## config.mk

```make
export PLATFORM = sky130hd
export DESIGN_NAME = bp_be_stride_detector
export DESIGN_NICKNAME = d
export VERILOG_FILES = /design/src/rtl/bp_be_stride_detector.sv
export SDC_FILE = /design/constraint.sdc
export NUM_CORES = 1
export LEC_CHECK = 0
export ABC_AREA = 0
export BUFFER_PORTS_ARGS = -buffer_cell sky130_fd_sc_hd__buf_2
export CORE_MARGIN = 2
export CORE_UTILIZATION = 45
export DETAILED_ROUTE_END_ITERATION = 8
export PLACE_DENSITY = 0.59
export SYNTH_ARGS = -nofsm -noshare
export SYNTH_HDL_FRONTEND = slang
export SYNTH_SLANG_ARGS = --single-unit
```

## constraint.sdc

```tcl
create_clock -name clk_i -period 7.23 [get_ports clk_i]
set_clock_uncertainty 0.15 [all_clocks]
set_input_delay 0.3615 -clock clk_i [delete_from_list [all_inputs] [get_ports clk_i]]
set_output_delay 0.3615 -clock clk_i [all_outputs]
set_load 0.02 [all_outputs]
```

## src/rtl/bp_be_stride_detector.sv

```systemverilog
// Stride detector: trains a small PC-indexed stride table from committed loads and
// issues striding-load descriptors. Optional stats counters: BP_BE_STRIDE_DETECT_STATS_EN.
module bp_be_stride_detector #(
  parameter int vaddr_width_p    = 39,
  parameter int entries_p        = 4,
  parameter int conf_thresh_p    = 2,
  parameter int stride_width_p   = 8,
  parameter int loop_range_p     = 8,
  parameter int prefetch_depth_p = 8
) (
  input  logic                      clk_i,
  input  logic                      reset_n_i,
  input  logic                      flush_i,
  input  logic                      load_v_i,
  input  logic [vaddr_width_p-1:0]  load_pc_i,
  input  logic [vaddr_width_p-1:0]  load_eff_addr_i,
  output logic                      v_o,
  input  logic                      ready_and_i,
  output logic [vaddr_width_p-1:0]  pc_o,
  output logic [vaddr_width_p-1:0]  eff_addr_o,
  output logic [stride_width_p-1:0] stride_o,
  output logic [loop_range_p-1:0]   loop_counter_o
`ifdef BP_BE_STRIDE_DETECT_STATS_EN
  , output logic [15:0]             trigger_count_o
  , output logic [15:0]             drop_count_o
`endif
);

  localparam int idx_w  = (entries_p > 1) ? $clog2(entries_p) : 1;
  localparam int conf_w = $clog2(conf_thresh_p + 1);
  localparam logic [conf_w-1:0] thresh   = conf_w'(conf_thresh_p);
  localparam logic [idx_w-1:0]  last_idx = idx_w'(entries_p - 1);

  logic [entries_p-1:0]      valid_r;
  logic [entries_p-1:0]      issued_r;
  logic [vaddr_width_p-1:0]  tag_r    [entries_p];
  logic [vaddr_width_p-1:0]  last_r   [entries_p];
  logic [stride_width_p-1:0] stride_r [entries_p];
  logic [conf_w-1:0]         conf_r   [entries_p];
  logic [idx_w-1:0]          rr_r;

  logic                      hit, has_free;
  logic [idx_w-1:0]          hit_idx, free_idx, alloc_idx;
  logic [vaddr_width_p-1:0]  delta;
  logic                      in_range, match, trigger, out_free, accept;
  logic [conf_w-1:0]         conf_inc;

  always_comb begin
    hit      = 1'b0;
    hit_idx  = '0;
    has_free = 1'b0;
    free_idx = '0;
    for (int unsigned i = 0; i < entries_p; i++) begin
      if (!hit && valid_r[i] && tag_r[i] == load_pc_i) begin
        hit     = 1'b1;
        hit_idx = idx_w'(i);
      end
      if (!has_free && !valid_r[i]) begin
        has_free = 1'b1;
        free_idx = idx_w'(i);
      end
    end
  end

  // Saturated conf is compared against the threshold so a dropped trigger
  // is retried by the next matching load (issued stays clear).
  always_comb begin
    alloc_idx = has_free ? free_idx : rr_r;
    delta     = load_eff_addr_i - last_r[hit_idx];
    in_range  = (delta != '0) && (delta[vaddr_width_p-1:stride_width_p] == '0);
    match     = hit && in_range && (delta[stride_width_p-1:0] == stride_r[hit_idx]);
    conf_inc  = (conf_r[hit_idx] >= thresh - 1'b1) ? thresh : conf_r[hit_idx] + 1'b1;
    trigger   = load_v_i && !flush_i && match && (conf_inc == thresh) && !issued_r[hit_idx];
    out_free  = !v_o || ready_and_i;
    accept    = trigger && out_free;
  end

  always_ff @(posedge clk_i or negedge reset_n_i) begin
    if (!reset_n_i) begin
      valid_r  <= '0;
      issued_r <= '0;
      rr_r     <= '0;
      for (int unsigned i = 0; i < entries_p; i++) begin
        tag_r[i]    <= '0;
        last_r[i]   <= '0;
        stride_r[i] <= '0;
        conf_r[i]   <= '0;
      end
    end else if (flush_i) begin
      valid_r <= '0;
    end else if (load_v_i) begin
      if (!hit) begin
        valid_r[alloc_idx]  <= 1'b1;
        issued_r[alloc_idx] <= 1'b0;
        tag_r[alloc_idx]    <= load_pc_i;
        last_r[alloc_idx]   <= load_eff_addr_i;
        stride_r[alloc_idx] <= '0;
        conf_r[alloc_idx]   <= '0;
        if (!has_free) rr_r <= (rr_r == last_idx) ? '0 : rr_r + 1'b1;
      end else begin
        last_r[hit_idx] <= load_eff_addr_i;
        if (!match) begin
          stride_r[hit_idx] <= in_range ? delta[stride_width_p-1:0] : '0;
          conf_r[hit_idx]   <= '0;
          issued_r[hit_idx] <= 1'b0;
        end else begin
          conf_r[hit_idx] <= conf_inc;
          if (accept) issued_r[hit_idx] <= 1'b1;
        end
      end
    end
  end

  always_ff @(posedge clk_i or negedge reset_n_i) begin
    if (!reset_n_i) begin
      v_o            <= 1'b0;
      pc_o           <= '0;
      eff_addr_o     <= '0;
      stride_o       <= '0;
      loop_counter_o <= '0;
    end else if (flush_i) begin
      v_o <= 1'b0;
    end else if (accept) begin
      v_o            <= 1'b1;
      pc_o           <= load_pc_i;
      eff_addr_o     <= load_eff_addr_i;
      stride_o       <= delta[stride_width_p-1:0];
      loop_counter_o <= loop_range_p'(prefetch_depth_p);
    end else if (ready_and_i) begin
      v_o <= 1'b0;
    end
  end

`ifdef BP_BE_STRIDE_DETECT_STATS_EN
  logic drop;
  assign drop = trigger && !out_free;

  always_ff @(posedge clk_i or negedge reset_n_i) begin
    if (!reset_n_i) begin
      trigger_count_o <= '0;
      drop_count_o    <= '0;
    end else if (flush_i) begin
      trigger_count_o <= '0;
      drop_count_o    <= '0;
    end else begin
      if (accept && trigger_count_o != '1) trigger_count_o <= trigger_count_o + 16'd1;
      if (drop && drop_count_o != '1)      drop_count_o    <= drop_count_o + 16'd1;
    end
  end
`endif

endmodule

```

==> results.txt, run 1 <==
Vias in the first global route = 18.8k
Yosys reg bits = 450
CTS tree = built
GRT Total Usage = 0.253
Via count = 18.7k
Largest area contributor in the netlist = dfrtp_1
Drc violations = 0
Placed cell count = 3122
Post-route minimum period = 6900 ps
H-tree depth = 2
Period utilisation layout = 0.954
Arr. time, crit path = 7260 ps
Count of final setup violators = 0
Overflow after GRT = 0
M3 GR Usage = 0.0418
Clock Path Buffers = 3
Max-Cap Viols = 0
CP Launch Type = flop
Initial antenna violation count = 0
Hold depth = 2
Top FF cell, synth = dfrtp_1
Critical path class = reg2reg
EDFF count, synth = 0
Sink Count = 450
WL per Instance = 21.6 µm
Hold Crit Class = in2reg
Top cell by count, worst path = buf_4
Clock Root Buffer = clkbuf_16
Slew HR = 0.182
Post-DP HPWL = 49700 µm
# diodes = 0
Average size of a mapped cell = 10.9 µm²
Global routing usage on met2 = 0.393
Core area = 53500 µm²
Num CTS Buffers = 49
Io pins = 178
Reg2Reg Depth = 25
Gpl congestion = 0.932
Fin. Hold Viols = 0
Leakage power = 13.6 nW
Synth warn = 0
Largest net degree at the start of global routing = 158
Crit path max-delay family = simple AND/OR/NAND/NOR gates
First-pass GRT wire length = 111000 µm
Status = complete, no violations
Setup crit start = tag_r[110]
Worst skew pair latency = 630 ps
R2R Setup Slk = 330 ps
Peak VDD IR = 0.183 mV
Reg-to-Reg End = pc_o[16]
Fill count = 4629
Synth top area cells = dfrtp_1, mux2_2, mux2_4, xnor2_1, nand2_1
Fraction of layout cells with a size suffix above 1 = 0.319
Synth Instances = 2222
Slew Limit Fails = 0
Die Footprint = 55700 µm²
Tightest Pin Transition = 1220 ps
Initial Util = 0.453
Number of buffers added on ports = 170
P per Cell Area = 260 nW/µm²
Slowest stage cell, crit path = a222oi_1
Worst hold start = load_pc_i[30]
GRT Max-Usage Layer = met2
M1 GR Usage = 0.367
Rows = 85
Synthesized area = 24200 µm²
Crit path buffers/inverters = 5
Crit-path max cell delay = 530 ps
Reg2reg start = tag_r[110]
WHS Endpoint = pc_o[30]
Area grow syn2layout = 21.2%
Non-Filler Instances = 3276
Crit. End Element = flop
Worst-path clk slew = 60 ps
Synth cell types = 92
DRT Wirelength = 70700 µm
Post-synth top area share = 0.465
DRT iter0 DRCs = 1431
Share of synthesized registers carrying an async set or reset = 1.00
Drt first pass iters = 8
Antenna viol nets, final = 0
Vias per inst = 5.72
Crit path max fanout = 35
Die width = 236 µm
Post-layout net count = 2662
Seq/Total Area, Yosys = 0.465
WP data required = 7590 ps
Die Ht = 236 µm
Hold Slack = 34.9 ps
Fmax = 145 MHz
-- sequential cells by signal, indices dropped and copies added, names as in the netlist, named ones only --
signal,flops
rr_r,2
valid_r,4
last_r,156
loop_counter_o,1
conf_r,8
tag_r,156
eff_addr_o,39
v_o,1
pc_o,39
stride_r,32
stride_o,8
-- cell usage in the layout (no fill, tap or decap), types with 8 or more instances in the layout --
cell | netlist | final
a211oi_1 | 11 | 11
a21boi_0 | 32 | 32
a21o_1 | 10 | 10
a21oi_1 | 61 | 58
a222oi_1 | 33 | 33
a22o_1 | 13 | 13
a31oi_1 | 13 | 13
and2_1 | 12 | 12
and3_1 | 18 | 15
buf_12 | 0 | 10
buf_2 | 46 | 169
buf_4 | 17 | 173
clkbuf_1 | 77 | 8
clkbuf_16 | 0 | 50
clkbuf_8 | 0 | 8
clkinv_2 | 0 | 10
clkinvlp_4 | 0 | 8
dfrtp_1 | 450 | 450
dlygate4sd3_1 | 0 | 59
ha_1 | 39 | 39
inv_1 | 44 | 44
mux2_2 | 232 | 232
mux2_4 | 85 | 85
nand2_1 | 263 | 259
nand2b_1 | 15 | 15
nand3_1 | 72 | 69
nand4_1 | 82 | 82
nor2_1 | 48 | 47
nor2b_1 | 12 | 12
nor3_1 | 27 | 25
nor4_1 | 35 | 31
o21ai_0 | 106 | 106
o22ai_1 | 12 | 12
o2bb2ai_1 | 25 | 25
xnor2_1 | 131 | 119
xnor2_2 | 0 | 12
xor2_1 | 45 | 45
-- logic make-up (layout without fill, tap and decap cells) --
logic type               count (synthesis)  after routing  synth area share
AO/OA/AOI/OAI                          397            397             0.114
buffers and inverters                  200            552            0.0391
AND/OR/NAND/NOR                        641            641             0.137
multiplexers                           317            317             0.160
other                                    1              7          0.000155
adder cells (fa/ha/maj)                 40             40            0.0210
XOR/XNOR                               176            176            0.0636
flip-flops                             450            450             0.465
-- metal layers --
layer | part of all wire | wire length, µm
met5 | 0 | 0
met2 | 0.45 | 31600
met3 | 0.058 | 4080
met4 | 0.024 | 1680
met1 | 0.47 | 33300
-- cell usage after synthesis (5+ instances only) --
cell type	number
a211o_1	5
mux2_2	232
clkbuf_1	77
a2111oi_0	6
inv_1	44
and4_1	7
nor4b_1	6
o21bai_1	6
dfrtp_1	450
xor2_1	45
buf_6	10
nand3_1	72
o21a_1	7
nor4_1	35
and2_1	12
a31oi_1	13
buf_4	17
buf_2	46
a22o_1	13
and3_1	18
a21o_1	10
nand2_1	263
mux2_4	85
a222oi_1	33
a21boi_0	32
o21ai_0	106
ha_1	39
o211ai_1	6
or3_1	7
o2bb2ai_1	25
buf_1	5
nand2b_1	15
nor2_1	48
nand4_1	82
a211oi_1	11
o22ai_1	12
xnor2_1	131
a21oi_1	61
nor2b_1	12
nor3_1	27
-- area by class of cell --
| class | count | area, µm² | area share |
|---|---|---|---|
| Sequential cell | 450 | 11300 | 0.383 |
| Clock buffer | 65 | 1370 | 0.0465 |
| Tap cell | 696 | 871 | 0.0296 |
| Multi-Input combinational cell | 1578 | 12300 | 0.419 |
| Timing Repair Buffer | 416 | 3030 | 0.103 |
| Clock inverter | 27 | 380 | 0.0129 |
| Inverter | 44 | 165 | 0.00562 |
-- how the worst max path moves through the flow --
stage                                end  slack, ps  cells after the start
after floorplan            eff_addr_o[0]        420                     27
after global placement     eff_addr_o[6]        120                     24
after detailed placement  eff_addr_o[34]         40                     23
after CTS                  eff_addr_o[8]        110                     23
after global routing      eff_addr_o[15]        -20                     26
final                           pc_o[16]        330                     25
-- stage by stage --
step / util / power [W] / setup TNS, ps / worst slack [ps] / instance area (µm²)
5_1_grt: 0.549 / 0.00801 / -201 / -21.0 / 29400
3_3_place_gp: 0.501 / 0.00491 / 0 / 117 / 26800
3_5_place_dp: 0.501 / 0.00494 / 0 / 44.8 / 26800
4_1_cts: 0.544 / 0.00766 / 0 / 112 / 29100
6_report: 0.549 / 0.00764 / 0 / 335 / 29400
2_1_floorplan: - / 0.00415 / 0 / 420 / 24300
-- where the power goes --
group | internal [W] | switching [W]
logic | 0.000917 | 0.00110
registers | 0.00278 | 0.000168
clock network | 0.00156 | 0.00111
total | 0.00526 | 0.00238
-- timing repair --
item	in CTS	in global routing
endpoints found under the hold margin	349	0
buffers inserted	0	2
hold buffers	59	0
endpoints found under the setup margin	0	132
gates resized for setup	0	37
No activity file was read; power rests on OpenSTA's default activity.
==> run 2, diff against run 1 <==
==> constraint.sdc (replaced) <==
create_clock -name clk_i -period 8.9 [get_ports clk_i]
set_clock_uncertainty 0.15 [all_clocks]
set_input_delay 0.445 -clock clk_i [delete_from_list [all_inputs] [get_ports clk_i]]
set_output_delay 0.445 -clock clk_i [all_outputs]
set_load 0.02 [all_outputs]
==> run 2 against run 1 <==
  * Combinational power fell by 30%
  * Wire length is 0.56% lower
  * Largest cell class unchanged
  * Cell count shrank 5.2%
  * Cell area down 5.9%
  * First-iteration DRC count up 23%
  * Die area unchanged
  * Maximum frequency is 16% lower
  * Largest power group unchanged
  * Clock power shrank 22%
  * Core utilization decreased by 3.3 points
==> results.txt, run 2 (synthesis results as in run 1) <==
Status = complete, no violations
Sink Count = 450 (unchanged)
DRT iter0 DRCs = 1763 (+23%)
Drc violations = 0 (unchanged)
Fin. Hold Viols = 0 (unchanged)
Crit path max-delay family = simple AND/OR/NAND/NOR gates
P per Cell Area = 212 nW/µm² (-18%)
Overflow after GRT = 0 (unchanged)
Via count = 18.2k (-3.0%)
# diodes = 0 (unchanged)
Crit path buffers/inverters = 1 (-4)
Most common cell after layout, fill and taps aside = dfrtp_1
Num CTS Buffers = 50 (+2.0%)
Post-route minimum period = 8160 ps (+1260 ps)
Arr. time, crit path = 8510 ps (+1250 ps)
Crit. End Element = flop
Fill count = 4796 (+3.6%)
Wl on met1 = 33400 µm (+0.23%)
Most frequent cells in the layout = dfrtp_1, nand2_1, mux2_2
CP Launch Type = flop
Post-DP HPWL = 49800 µm (+0.35%)
DRT Wirelength = 70300 µm (-0.56%)
Count of final setup violators = 0 (unchanged)
Wire length on met3 = 3790 µm (-7.2%)
H-tree depth = 2 (unchanged)
Initial antenna violation count = 0 (unchanged)
Crit-path max cell delay = 650 ps (+120 ps)
Clock Path Buffers = 3 (unchanged)
Switch share = 0.320 (+0.00937)
Critical path class = reg2reg
Fraction of layout cells with a size suffix above 1 = 0.270 (-0.0494)
Core area = 53500 µm² (unchanged)
Slew Limit Fails = 0 (unchanged)
Peak VDD IR = 0.157 mV (-15%)
Worst skew pair latency = 630 ps (about the same)
Io pins = 178 (unchanged)
Fmax = 123 MHz (-16%)
Initial Util = 0.453 (unchanged)
Highest routed layer = met4
Leakage power = 12.7 nW (-7.1%)
P_int = 0.00399 W (-24%)
Net Sw Power = 0.00188 W (-21%)
Crit path max fanout = 62 (+77%)
Slowest stage cell, crit path = nor4_4
Slew HR = 0.293 (+0.112)
First-pass GRT wire length = 111000 µm (+0.13%)
Area grow syn2layout = 14.0%
Clk pwr share = 0.352 (+0.002)
RSZ-0062 raised after global routing = false
Logic pwr share = 0.241 (-0.023)
Largest regs = last_r x156, tag_r x156
Largest net degree at the start of global routing = 162 (+2.5%)
Hold Crit Class = in2reg
Setup TNS = 0 ps (unchanged)
Vias in the first global route = 18.0k (-4.1%)
Met2 WL = 31800 µm (+0.60%)
PostCTS Resize Cnt = 0 (unchanged)
Gpl congestion = 0.952 (+2.1%)
Die Footprint = 55700 µm² (unchanged)
Drt first pass iters = 6 (-2)
Worst-path clk slew = 60 ps (about the same)
Post-layout net count = 2493 (-6.3%)
Sequential Power Share = 0.407 (+0.021)
CTS tree = built
Worst path cell trace = xnor2_1 > nand4_1 > nor4_4 > and3_1 > nand3_1 > o22ai_1 > nor3_1 > ha_1 > fa_1 > nand2b_1 > a211oi_1 > nor2b_1 > o21ai_0 > xor2_1 > or4_1 > nor4_1 > nand4_1 > nor4b_4 > nor4b_4 > nand3_4 > buf_12 > mux2_4
WP data required = 9250 ps (+1660 ps)
Tightest Pin Transition = 1030 ps (-190 ps)
Rows = 85 (unchanged)
GRT Total Usage = 0.254 (+0.00137)
DP Worst Slack = 627 ps (+582 ps)
Die width = 236 µm (unchanged)
Clock Root Buffer = clkbuf_16
Die Ht = 236 µm (unchanged)
Setup ws final = 740 ps (+405 ps)
Number of buffers added on ports = 170 (unchanged)
Antenna viol nets, final = 0 (unchanged)
Max-Cap Viols = 0 (unchanged)
Period utilisation layout = 0.917 (-0.0368)
WL per Instance = 22.6 µm (+4.9%)
Vias per inst = 5.85 (+2.3%)
[run 2: changes by cell type in the layout (fill, tap and decap cells not counted), moves of 4 or more]
| cell | before | now |
|---|---|---|
| bufinv_16 | 6 | 1 |
| buf_4 | 173 | 35 |
| nor4_1 | 31 | 35 |
| buf_12 | 10 | 2 |
| dlygate4sd3_1 | 59 | 39 |
| xnor2_1 | 119 | 131 |
| xnor2_2 | 12 | 0 |
| clkinv_2 | 10 | 15 |
[run 2: timing repair]
| item | CTS | global route |
|---|---|---|
| endpoints found under the hold margin | 165 | 0 |
| hold buffers | 39 | 0 |
| setup buffers | 0 | 0 |
[run 2: metrics by stage]
| stage | power, W | instances | area, µm² | hold slack, ps | util |
|---|---|---|---|---|---|
| after floorplan | 0.00337 | 2228 | 24300 | -0.591 | - |
| after global placement | 0.00380 | 2975 | 25600 | 294 | 0.478 |
| after detailed placement | 0.00381 | 2975 | 25600 | 301 | 0.478 |
| after CTS | 0.00592 | 3107 | 27600 | 13.4 | 0.517 |
| after global routing | 0.00617 | 3107 | 27600 | 50.1 | 0.517 |
| final | 0.00587 | 3107 | 27600 | 42.2 | 0.517 |
[run 2: worst paths after layout]
| kind | startpoint | endpoint | slack (ps) | cells past startpoint |
|---|---|---|---|---|
| setup / recovery | tag_r[75] | eff_addr_o[28] | 740 | 22 |
| hold / removal | load_eff_addr_i[36] | last_r[75] | 40 | 3 |
| setup reg to reg | tag_r[75] | eff_addr_o[28] | 740 | 22 |
| hold reg to reg | loop_counter_o[3] | loop_counter_o[3] | 320 | 1 |
| max in group asynchronous | reset_n_i | last_r[57] | 6160 | 4 |
| min in group asynchronous | reset_n_i | stride_r[13] | 250 | 2 |
[run 2: power groups by stage]
| stage | clock [W] | sequential [W] | combinational (W) |
|---|---|---|---|
| floorplan | 0 | 0.00239 | 0.000976 |
| global placement | 0 | 0.00242 | 0.00138 |
| detailed placement | 0 | 0.00243 | 0.00139 |
| CTS | 0.00212 | 0.00239 | 0.00141 |
| global route | 0.00220 | 0.00242 | 0.00155 |
| finish | 0.00207 | 0.00239 | 0.00142 |
[run 2: worst reg2reg max path: stages (launching register included)]
cell      delay (ps)
dfrtp_1          390
xnor2_1          460
nand4_1          270
nor4_4           650
and3_1           560
nand3_1          520
o22ai_1          270
nor3_1            80
ha_1             220
fa_1             460
nand2b_1         200
a211oi_1         540
nor2b_1          200
o21ai_0          260
xor2_1           120
or4_1            540
nor4_1           290
nand4_1          200
nor4b_4          360
nor4b_4          360
nand3_4          130
buf_12           220
mux2_4           580
[run 2: metal layers]
metal | vias to the layer above | global-route usage
li1 | 8356 | -
met1 | 9149 | 0.374
met2 | 580 | 0.397
met3 | 80 | 0.0352
met4 | 0 | 0.0579
met5 | - | 0
[run 2: cell type report]
cell class	instances	area (µm²)	share of cell area
Multi-Input combinational cell	1578	12100	0.439
Sequential cell	450	11300	0.407
Timing Repair Buffer	246	1550	0.0562
Clock buffer	67	1430	0.0516
Tap cell	696	871	0.0315
Clock inverter	26	240	0.00869
Inverter	44	165	0.00598
==> run 3, diff against run 2 <==
--- a/config.mk
+++ b/config.mk
@@ -7,10 +7,12 @@
 export LEC_CHECK = 0
 export ABC_AREA = 0
 export BUFFER_PORTS_ARGS = -buffer_cell sky130_fd_sc_hd__buf_2
+export CELL_PAD_IN_SITES_DETAIL_PLACEMENT = 1
+export CELL_PAD_IN_SITES_GLOBAL_PLACEMENT = 1
 export CORE_MARGIN = 2
 export CORE_UTILIZATION = 45
 export DETAILED_ROUTE_END_ITERATION = 8
-export PLACE_DENSITY = 0.59
+export PLACE_DENSITY = 0.72
 export SYNTH_ARGS = -nofsm -noshare
 export SYNTH_HDL_FRONTEND = slang
 export SYNTH_SLANG_ARGS = --single-unit
==> constraint.sdc (replaced) <==
create_clock -name clk_i -period 8.97 [get_ports clk_i]
set_clock_uncertainty 0.15 [all_clocks]
set_input_delay 0.4485 -clock clk_i [delete_from_list [all_inputs] [get_ports clk_i]]
set_output_delay 0.4485 -clock clk_i [all_outputs]
set_load 0.02 [all_outputs]
==> run 3 against run 2 <==
  * Sequential cell count stayed put
  * Combinational power about the same
  * Non-clock buffer count is 1 higher
  * Largest cell class unchanged
  * Worst hold slack better by 44 ps
  * Cell count about the same
  * Highest routed layer unchanged
  * Sequential share of layout area is 0.13 points lower
  * Sequential power about the same
  * Maximum frequency down 1.1%
  * Via count increased by 2.7%
  * First-iteration DRC count decreased by 22%
  * Power rose by 1.8%
  * Global-route usage is 2.6 points higher
==> results.txt, run 3 (synthesis results as in run 1) <==
Status = complete, no violations
Critical path class = reg2reg
Max-Cap Viols = 0 (unchanged)
Crit-path max cell delay = 650 ps (about the same)
Num CTS Buffers = 50 (unchanged)
First-pass GRT wire length = 121000 µm (+9.7%)
Highest routed layer = met4
Io pins = 178 (unchanged)
Setup crit start = tag_r[105]
Clock Path Buffers = 3 (unchanged)
Rows = 85 (unchanged)
Setup TNS = 0 ps (unchanged)
Clk pwr share = 0.361 (+0.009)
WL per Instance = 25.0 µm (+11%)
Fin. Hold Viols = 0 (unchanged)
DP Worst Slack = 514 ps (-113 ps)
Die Footprint = 55700 µm² (unchanged)
Die Ht = 236 µm (unchanged)
Slowest stage cell, crit path = nor4_4
Fmax = 121 MHz (-1.1%)
DRT iter0 DRCs = 1368 (-22%)
Logic pwr share = 0.241 (about the same)
Crit. End Element = flop
Period utilisation layout = 0.920 (+0.00307)
Met2 WL = 35800 µm (+12%)
Hold Crit Class = in2reg
Worst skew pair latency = 630 ps (about the same)
GRT Total Usage = 0.280 (+0.0255)
Post-DP HPWL = 54300 µm (+8.9%)
Largest regs = last_r x156, tag_r x156
Wire length on met3 = 4100 µm (+8.3%)
Worst hold start = load_pc_i[9]
Arr. time, crit path = 8590 ps (+80 ps)
Wl on met1 = 35900 µm (+7.4%)
Most common cell after layout, fill and taps aside = dfrtp_1
Core area = 53500 µm² (unchanged)
Largest net degree at the start of global routing = 171 (+5.6%)
Die width = 236 µm (unchanged)
Slew Limit Fails = 0 (unchanged)
Setup ws final = 718 ps (-21.7 ps)
Fill count = 5685 (+19%)
CTS tree = built
Post-layout net count = 2494 (+0.040%)
Worst-path clk slew = 60 ps (about the same)
Area of the multi-input gates = 12100 µm² (unchanged)
Most frequent cells in the layout = dfrtp_1, nand2_1, mux2_2
Register area = 11300 µm² (unchanged)
RSZ-0062 raised after global routing = false
Crit path max fanout = 36 (-42%)
CP Launch Type = flop
Net Sw Power = 0.00193 W (+2.8%)
Initial antenna violation count = 2 (+2)
Drc violations = 0 (unchanged)
Gpl congestion = 0.893 (-6.2%)
Area grow syn2layout = 14.4%
Total Power Consumption = 0.00598 W (+1.8%)
Leakage power = 12.7 nW (+0.28%)
Core Util, Final = 0.518 (+0.00168)
Drt first pass iters = 6 (unchanged)
Tightest Pin Transition = 1130 ps (+100 ps)
H-tree depth = 2 (unchanged)
Clock Root Buffer = clkbuf_16
Vias per inst = 6.00 (+2.6%)
Worst path cell trace = xnor2_1 > nand4_1 > nor4_4 > and3_1 > nand2_1 > o22ai_1 > nor3_1 > ha_1 > fa_1 > nand2b_1 > a211oi_1 > o211ai_1 > a31o_1 > a31oi_1 > xnor2_1 > nand2b_1 > or4_4 > nor4b_4 > nor4b_4 > nand3_4 > buf_4 > mux2_4
Via count = 18.7k (+2.7%)
Number of buffers added on ports = 170 (unchanged)
WP data required = 9310 ps (+60 ps)
Count of final setup violators = 0 (unchanged)
Peak VDD IR = 0.139 mV (-12%)
Sink Count = 450 (unchanged)
DRT Wirelength = 77800 µm (+11%)
Fraction of layout cells with a size suffix above 1 = 0.270 (+0.000303)
P_int = 0.00404 W (+1.3%)
Initial Util = 0.453 (unchanged)
Post-route minimum period = 8250 ps (+91.7 ps)
Switch share = 0.324 (+0.00336)
Reg2reg start = tag_r[105]
Slew HR = 0.244 (-0.0488)
Sequential Power Share = 0.398 (-0.009)
Vias in the first global route = 20.0k (+11%)
P per Cell Area = 216 nW/µm² (+1.4%)
Overflow after GRT = 0 (unchanged)
Antenna viol nets, final = 0 (unchanged)
## run 3: cell types whose count changed in the layout (fill, tap and decap cells not counted), sizes merged
cell	before	now
buf	207	206
bufinv	1	4
clkbuf	67	64
clkinv	18	17
clkinvlp	5	4
diode	0	2
dlygate4sd3	39	41
inv	46	48
## run 3: metal layers
layer,vias up,global-route usage
met3,113,0.0427
met2,502,0.446
met1,9682,0.393
met4,0,0.0845
li1,8361,-
met5,-,0
## run 3: worst paths after layout
| path | cells past startpoint | slack, ps | end |
|---|---|---|---|
| min in group asynchronous | 2 | 250 | pc_o[37] |
| setup reg to reg | 22 | 720 | eff_addr_o[19] |
| hold / removal | 2 | 90 | pc_o[9] |
| hold reg to reg | 2 | 320 | last_r[70] |
| setup / recovery | 22 | 720 | eff_addr_o[19] |
| max in group asynchronous | 4 | 6120 | tag_r[149] |
## run 3: area by class of cell
type,instances,share of cell area
diodes,2,0.000180
clock buffers,64,0.0506
clock inverters,29,0.0116
inverters,44,0.00596
multi-input cells,1578,0.437
flip-flops and latches,450,0.406
well taps,696,0.0314
repair buffers,247,0.0569
## run 3: power groups by stage
| stage | combinational (W) | clock (W) | sequential, W |
|---|---|---|---|
| detailed placement | 0.00140 | 0 | 0.00241 |
| global placement | 0.00137 | 0 | 0.00239 |
| CTS | 0.00143 | 0.00220 | 0.00238 |
| finish | 0.00144 | 0.00216 | 0.00238 |
| floorplan | 0.000968 | 0 | 0.00237 |
| global route | 0.00156 | 0.00227 | 0.00241 |
## run 3: repair_timing
action | in CTS | in global routing
setup buffers | 0 | 0
resized for setup | 0 | 0
endpoints found under the hold margin | 208 | 0
hold buffers | 41 | 0
## run 3: worst max-delay path, delay by kind of cell, from the launching register on
kind / cells / cell delay, ps
and+or+nand+nor: 11 / 3710
AOI/OAI and AO/OA: 5 / 1820
adders and majority gates: 2 / 670
xor gates and xnor gates: 2 / 550
buffers and inverters: 1 / 400
muxes: 1 / 400
DFF: 1 / 390
## run 3: stage by stage
step / instances / area, µm² / hold WS (ps)
after floorplan: 2228 / 24300 / 2.91
final: 3110 / 27700 / 86.5
after CTS: 3108 / 27700 / 49.5
after detailed placement: 2974 / 25600 / 305
after global routing: 3110 / 27700 / 93.2
after global placement: 2974 / 25600 / 300
